File: src/rtl/updown_sweep_pkg.sv
// updown_sweep_pkg: shared states, default widths and command layout for the sweep controller
package updown_sweep_pkg;
  localparam int DEF_WIDTH = 4;
  localparam int DEF_SW_W = 4;
  typedef enum logic [1:0] {IDLE, UP, DOWN, FIN} state_t;
  typedef struct packed {
    logic [DEF_WIDTH-1:0] lo;
    logic [DEF_WIDTH-1:0] hi;
    logic [DEF_SW_W-1:0] sweeps;
  } cmd_t;
endpackage

File: src/rtl/updown_sweep_ctrl_counter.sv
// sweep_step_counter: loadable up/down register stepped by the sweep FSM
module sweep_step_counter #(
  parameter int WIDTH = 4
) (
  input  logic             clk,
  input  logic             reset,
  input  logic             load,
  input  logic             en,
  input  logic             up_down,
  input  logic [WIDTH-1:0] load_val,
  output logic [WIDTH-1:0] count
);
  always_ff @(posedge clk or posedge reset)
    if (reset) count <= '0;
    else if (load) count <= load_val;
    else if (en) count <= up_down ? count + WIDTH'(1) : count - WIDTH'(1);
endmodule

File: src/rtl/updown_sweep_ctrl.sv
// updown_sweep_ctrl: accepts sweep commands and ping-pongs the counter lo->hi->lo the requested times
module updown_sweep_ctrl
  import updown_sweep_pkg::*;
#(
  parameter int WIDTH = DEF_WIDTH,
  parameter int SW_W = DEF_SW_W
) (
  input  logic             clk,
  input  logic             reset,
  input  logic             cmd_valid,
  output logic             cmd_ready,
  input  logic [WIDTH-1:0] cmd_lo,
  input  logic [WIDTH-1:0] cmd_hi,
  input  logic [SW_W-1:0]  cmd_sweeps,
  input  logic             pause,
  input  logic             abort,
  output logic [WIDTH-1:0] count,
  output logic             up_down,
  output logic             busy,
  output logic [SW_W-1:0]  sweep_cnt,
  output logic             done,
  output logic             err
);
  state_t state, next;
  logic [WIDTH-1:0] lo_r, hi_r, ld_val;
  logic [SW_W-1:0] sweeps_r;
  logic [SW_W:0] sw_sum;
  logic ld, en, dir, accept, reject, sw_inc;
  assign cmd_ready = state == IDLE;
  assign busy = state == UP || state == DOWN;
  assign up_down = state == UP;
  assign done = state == FIN;
  // one bit wider so a maximal sweep count still compares correctly
  assign sw_sum = {1'b0, sweep_cnt} + (SW_W+1)'(1);
  sweep_step_counter #(.WIDTH(WIDTH)) u_cnt (
    .clk(clk), .reset(reset), .load(ld), .en(en), .up_down(dir), .load_val(ld_val), .count(count)
  );
  always_comb begin
    next = state;
    ld = 1'b0;
    en = 1'b0;
    dir = 1'b0;
    ld_val = cmd_lo;
    accept = 1'b0;
    reject = 1'b0;
    sw_inc = 1'b0;
    case (state)
      IDLE: if (cmd_valid) begin
        if (cmd_lo >= cmd_hi || cmd_sweeps == '0) reject = 1'b1;
        else begin
          accept = 1'b1;
          ld = 1'b1;
          next = UP;
        end
      end
      UP: if (abort) next = IDLE;
      else if (!pause) begin
        en = 1'b1;
        dir = count < hi_r;
        if (count == hi_r) next = DOWN;
      end
      DOWN: if (abort) next = IDLE;
      else if (!pause) begin
        if (count > lo_r) en = 1'b1;
        else begin
          sw_inc = 1'b1;
          if (sw_sum == {1'b0, sweeps_r}) next = FIN;
          else begin
            ld = 1'b1;
            ld_val = lo_r + WIDTH'(1);
            next = UP;
          end
        end
      end
      default: next = IDLE;
    endcase
  end
  always_ff @(posedge clk or posedge reset)
    if (reset) begin
      state <= IDLE;
      lo_r <= '0;
      hi_r <= '0;
      sweeps_r <= '0;
      sweep_cnt <= '0;
      err <= 1'b0;
    end else begin
      state <= next;
      err <= reject;
      if (accept) begin
        lo_r <= cmd_lo;
        hi_r <= cmd_hi;
        sweeps_r <= cmd_sweeps;
        sweep_cnt <= '0;
      end else if (sw_inc) sweep_cnt <= sw_sum[SW_W-1:0];
    end
endmodule

File: config.mk
export PLATFORM = sky130hd
export DESIGN_NAME = updown_sweep_ctrl
export DESIGN_NICKNAME = d
export VERILOG_FILES = /design/src/rtl/updown_sweep_pkg.sv /design/src/rtl/updown_sweep_ctrl_counter.sv /design/src/rtl/updown_sweep_ctrl.sv
export SDC_FILE = /design/constraint.sdc
export NUM_CORES = 1
export LEC_CHECK = 0
export BUFFER_PORTS_ARGS = -buffer_cell sky130_fd_sc_hd__clkbuf_2
export CAP_MARGIN = 20
export CORE_UTILIZATION = 60
export CTS_CLUSTER_DIAMETER = 200
export DETAILED_ROUTE_END_ITERATION = 16
export PLACE_DENSITY = 0.82
export SLEW_MARGIN = 20
export SYNTH_ARGS = -nofsm -noshare
export SYNTH_HDL_FRONTEND = slang
export SYNTH_HIERARCHICAL = 1
export SYNTH_SLANG_ARGS = --single-unit
File: constraint.sdc
create_clock -name clk -period 6.32 [get_ports clk]
set_input_delay 0 -clock clk [delete_from_list [all_inputs] [get_ports clk]]
set_output_delay 0 -clock clk [all_outputs]
set_load 0.01 [all_outputs]
# Word level (Yosys, flattened, before mapping)

Index checks and enable logic that the tools add are counted.

Multiplexer cells: 44
Equality and inequality tests: 11
Order comparisons: 3
Reductions and logical operators: 7
Add/subtract/negate cells: 4

Operators with widths:

| cell                  | number |
|---|---|
| $mux W4               | 10 |
| $mux W1               | 22 |
| $mux W2               | 9 |
| $ne A3 B3 Y1 const B  | 3 |
| $add A4 B1 Y4 const B | 2 |
| $pmux W2 S3           | 1 |
| $reduce_and A6 Y1     | 1 |
| $add A4 B1 Y5 const B | 1 |
| $eq A5 B4 Y1          | 1 |
| $eq A2 B2 Y1 const B  | 2 |
| $eq A4 B4 Y1          | 1 |
| $ge A4 B4 Y1          | 1 |
| $gt A4 B4 Y1          | 1 |
| $logic_not A4 Y1      | 1 |
| $lt A4 B4 Y1          | 1 |
| $ne A2 B2 Y1 const B  | 2 |
| $pmux W1 S2           | 2 |
| $reduce_bool A2 Y1    | 2 |
| $sub A4 B1 Y4 const B | 1 |
| $ne A3 B2 Y1 const B  | 1 |
| $eq A2 B1 Y1 const B  | 1 |
| $logic_not A2 Y1      | 1 |
| $logic_or A1 B1 Y1    | 2 |

Output and inout bits: 13
Flip-flop bits (word level): 23

# Longest topological paths before layout

Depth in word-level cells: 8
Depth in mapped cells: 11
Mapped depth without buffers: 11

# Modules after synthesis

The synthesis kept the hierarchy.

By module, submodules not included:

| module             | sequential area each (µm²) | cells each | instances | area each (µm²) |
|---|---|---|---|---|
| updown_sweep_ctrl  | 475.5                      | 137        | 1         | 1390.1 |
| sweep_step_counter | 100.1                      | 33         | 1         | 316.6 |

# Least setup slack after synthesis

No wires, ideal clock.

Path type: reg2reg
Start: register u_cnt.count[1]
End: register u_cnt.count[3]
Arrival: 2.911 ns
Library setup time: 0.069 ns
Setup slack: 3.340 ns
Data required time: 6.251 ns
Cell stages (with the launch flop): 11
Cell sequence: dfrtp_1 > ha_1 > nor2b_1 > o21ai_0 > nand2b_1 > a2111oi_0 > inv_1 > ha_1 > a21o_1 > a221o_1 > nand3_1

Cells in the longest elaborated chain, start to end: 7

RTL lines:

| what                   | line                            | RTL |
|---|---|---|
| from (decl)            | updown_sweep_ctrl_counter.sv:11 | `output logic [WIDTH-1:0] count` |
| from (signal assigned) | updown_sweep_ctrl_counter.sv:15 | `else if (load) count <= load_val;` |
| from (signal assigned) | updown_sweep_ctrl_counter.sv:16 | `else if (en) count <= up_down ? count + WIDTH'(1) : count - WIDTH'(1);` |
| $lt A4 B4 Y1           | updown_sweep_ctrl.sv:59         | `dir = count < hi_r;` |
| $mux W1                | updown_sweep_ctrl.sv:57         | `else if (!pause) begin` |
| $mux W1                | updown_sweep_ctrl.sv:56         | `UP: if (abort) next = IDLE;` |
| $mux W1                | updown_sweep_ctrl.sv:47         | `case (state)` |
| net dir                | updown_sweep_ctrl.sv:28         | `logic ld, en, dir, accept, reject, sw_inc;` |
| $mux W4 (2 in series)  | updown_sweep_ctrl_counter.sv:16 |  |
| $mux W4                | updown_sweep_ctrl_counter.sv:15 |  |

The timed path passes the listed nets, and every way through them passes these cells. The select of a mux whose other input is x is not followed.
A chain may end at the register's enable or synchronous reset.

# Final worst setup path

Ends and elaborated chain as after synthesis.

==> summary.md <==
| Metric | Value |
|---|---|
| Outcome | finished clean |
| Most used cell, CP | ha_1 |
| Ratio of cells with drive above 1 in the final layout | 23.4% |
| Final antenna-violating net count | 0 |
| Setup tns final | 0 ns |
| Vias per cell | 5.82 |
| Setup violators final | 0 |
| Pwr dens | between 300 and 400 mW/mm² |
| CP Max Fanout | 6 |
| Period utilization | 50.7% |
| Worst endpoint data arrival time | 3.46 ns |
| Die area | 0.00306 mm² |
| Core Region | around 0.0026 mm² |
| Reg area | approximately 580 µm² |
| Area of the multi-input gates | 0.00105 mm² |
| CTS Buf Count | 3 |
| Setup crit end kind | flop |
| Synth Net Count | 208 |
| EDFF count, synth | 0 |
| # DRC | 0 |
| Layout area overhead | 19.3% |
| Seq cells post-synth | 23 |
| Postcts setup bufs | 0 |
| Peak Freq | 312 MHz |
| Die Y | 55.3 µm |
| Hold Crit Class | in -> reg |
| CTS tree | done |
| DR iter-0 viols | 46 |
| Async SR Flop Fraction | 100% |
| Post-synthesis sequential area ratio | ~34% |
| Initial Util | roughly 66% |
| CP Launch Type | flop |
| 1st-pass router iterations | 4 |
| Syn avg cell area | between 10 and 15 µm² |
| Cell area after synthesis | 0.00171 mm² |
| CTS clk-pin slew, worst paths | 0.13 ns |
| Ys flop type | dfrtp_1 |
| Final Max Slew Viols | 0 |
| Critical Path, Cell by Cell | ha_1 -> nor2b_1 -> o21ai_0 -> nand2b_1 -> a2111oi_1 -> inv_1 -> ha_1 -> a21o_1 -> a221o_1 -> nand3_1 |
| Ys Warns | 6 |
| Pin count of the biggest net entering global routing | 20 |
| Relative slew slack | ~45% |
| Number of global-route vias before repair | 1400 |
| Fill count | 164 |
| Wire length per cell | between 15 and 20 µm |
| Tightest Pin Transition | 0.830 ns |
| CTS sink count | 23 |
| Worst VDD drop | 0.000278 V |
| Rows | 18 |
| H-tree Lvls | 1 |
| Cells after synthesis | 170 |
| Hold Vio Cnt, Final | 0 |
| Slowest Stage Delay on Critical Path | 0.78 ns |
| Die width | 55.3 µm |
| Post-layout util | 78.6% |
| CTS Root Buffer Type | clkbuf_4 |
| Antenna violations before repair | 0 |
| Worst setup path class | reg -> reg |
| Leakage | 0.976 nW |
| Via count | 1419 |
| Max Cap Viol | 0 |
| Post-DP HPWL | 2680 µm |
| Cell variety after synth | 40 |
| Final min period | 3.20 ns |
| Buffers on Ports | 29 |
| Top-Level Pins | 30 |
| GR Overflow Total | 0 |
| Skew final | 0.00674 ns |
| Worst Path Required | 6.58 ns |
| Max clock buf depth | 2 |
| RSZ-0062 raised after global routing | false |
| Clock latency at the later pin of the worst-skew pair | 0.32 ns |
| Number of inserted diodes | 0 |
| Final Wtd Congestion | 0.864 |
| First-pass GRT wire length | 6070 µm |
| Worst path slowest cell | a2111oi_1 |
| Nets | 253 |
| DRT Wirelength | 3680 µm |
| GR Util All Layers | 24.5% |
synth_stat cells (2+ instances only):
master | n | area share (%)
inv_1 | 17 | 3.7
nor2_1 | 2 | 0.44
nor3b_1 | 2 | 0.88
xor2_1 | 5 | 2.6
dfrtp_1 | 23 | 34
a21o_1 | 2 | 0.88
mux2_2 | 12 | 7.9
xnor2_1 | 5 | 2.6
a21oi_1 | 8 | 2.3
nand3_1 | 6 | 1.8
nand2b_1 | 6 | 2.2
or4_1 | 2 | 0.88
ha_1 | 20 | 15
nor2b_1 | 5 | 1.8
o21ai_0 | 14 | 4.1
o31ai_1 | 2 | 0.88
mux2i_1 | 4 | 2.3
nand4_1 | 3 | 1.1
nand2_1 | 11 | 2.4
metrics by stage:
stage / setup slack, ns / hold slack, ns / std cells / power, W / instance area, µm²
after CTS: 2.97 / 0.0254 / 244 / 0.000802 / 2030
final: 3.12 / 0.0366 / 244 / 0.000807 / 2040
after detailed placement: 3.02 / -0.112 / 226 / 0.000724 / 1870
after global routing: 2.97 / 0.0645 / 244 / 0.000873 / 2040
after global placement: 3.20 / -0.117 / 226 / 0.000694 / 1870
after floorplan: 3.34 / -0.234 / 170 / 0.000605 / 1710
cells by family (layout without fill, tap and decap cells):
family	Yosys count	count (layout)	share of synthesized area, %
AO/OA/AOI/OAI	38	38	16.1
XOR/XNOR	10	10	5.13
adder cells (fa/ha/maj)	21	21	15.8
buffers and inverters	20	64	5.06
flip-flops	23	23	33.7
multiplexers	16	16	10.3
AND/OR/NAND/NOR	42	42	13.9
where the power goes:
part	total (W)	internal (W)	switching [W]
logic	0.000463	0.000221	0.000242
registers	0.000274	0.000207	0.0000670
clock network	0.0000701	0.0000237	0.0000464
repair_timing:
action,in CTS,in global routing
hold buffers,14,0
resized for setup,0,0
hold endpoints to repair,36,0
state kept, by name, indices dropped and copies added (netlist names):
register and flops:
state 2, hi_r 4, sweeps_r 4, sweep_cnt 4, u_cnt/count 4, lo_r 4, err 1
area by class of cell:
type | count | share of cell area [%]
timing repair buffer | 43 | 14.0
sequential | 23 | 28.3
clock buffer | 3 | 1.11
clock inverter | 1 | 0.246
multi-input combinational | 127 | 51.4
inverter | 17 | 3.13
tap | 30 | 1.84
final timing paths:
path | startpoint | to | slack (ns) | depth (start not counted)
min | pause | sweep_cnt[1]$_DFFE_PP0P_ | 0.04 | 4
max in group asynchronous | reset | hi_r[0]$_DFFE_PP0P_ | 5.51 | 3
max reg2reg | u_cnt/count[1]$_DFFE_PP0P_ | u_cnt/count[3]$_DFFE_PP0P_ | 3.12 | 10
min in group asynchronous | reset | u_cnt/count[3]$_DFFE_PP0P_ | 0.10 | 3
max | u_cnt/count[1]$_DFFE_PP0P_ | u_cnt/count[3]$_DFFE_PP0P_ | 3.12 | 10
min reg2reg | hi_r[1]$_DFFE_PP0P_ | hi_r[1]$_DFFE_PP0P_ | 0.51 | 2
metal layers:
layer	GRT usage (%)	vias to the layer above	wire, µm
li1	-	701	-
met2	41.8	40	1850
met4	8.21	0	20
met5	0	-	0
met1	31.8	674	1700
met3	3.75	4	117
layout by cell type (no fill, tap or decap), types with 5 or more instances in the layout:
cell type | netlist | layout
xnor2_1 | 5 | 5
nand2b_1 | 6 | 6
dfrtp_1 | 23 | 23
inv_1 | 17 | 17
dlygate4sd3_1 | 0 | 14
mux2_2 | 12 | 12
nand3_1 | 6 | 6
nor2b_1 | 5 | 5
xor2_1 | 5 | 5
clkbuf_2 | 0 | 29
nand2_1 | 11 | 11
a21oi_1 | 8 | 8
o21ai_0 | 14 | 14
ha_1 | 20 | 20
critical path: cells and delay by family, from the launching register on:
family / cells / cell delay (ns)
flip-flops: 1 / 0.49
AND/OR/NAND/NOR: 3 / 0.28
adder cells (fa/ha/maj): 2 / 0.71
AO/OA/AOI/OAI: 4 / 1.46
buffers and inverters: 1 / 0.22
No activity file was read; power rests on OpenSTA's default activity.
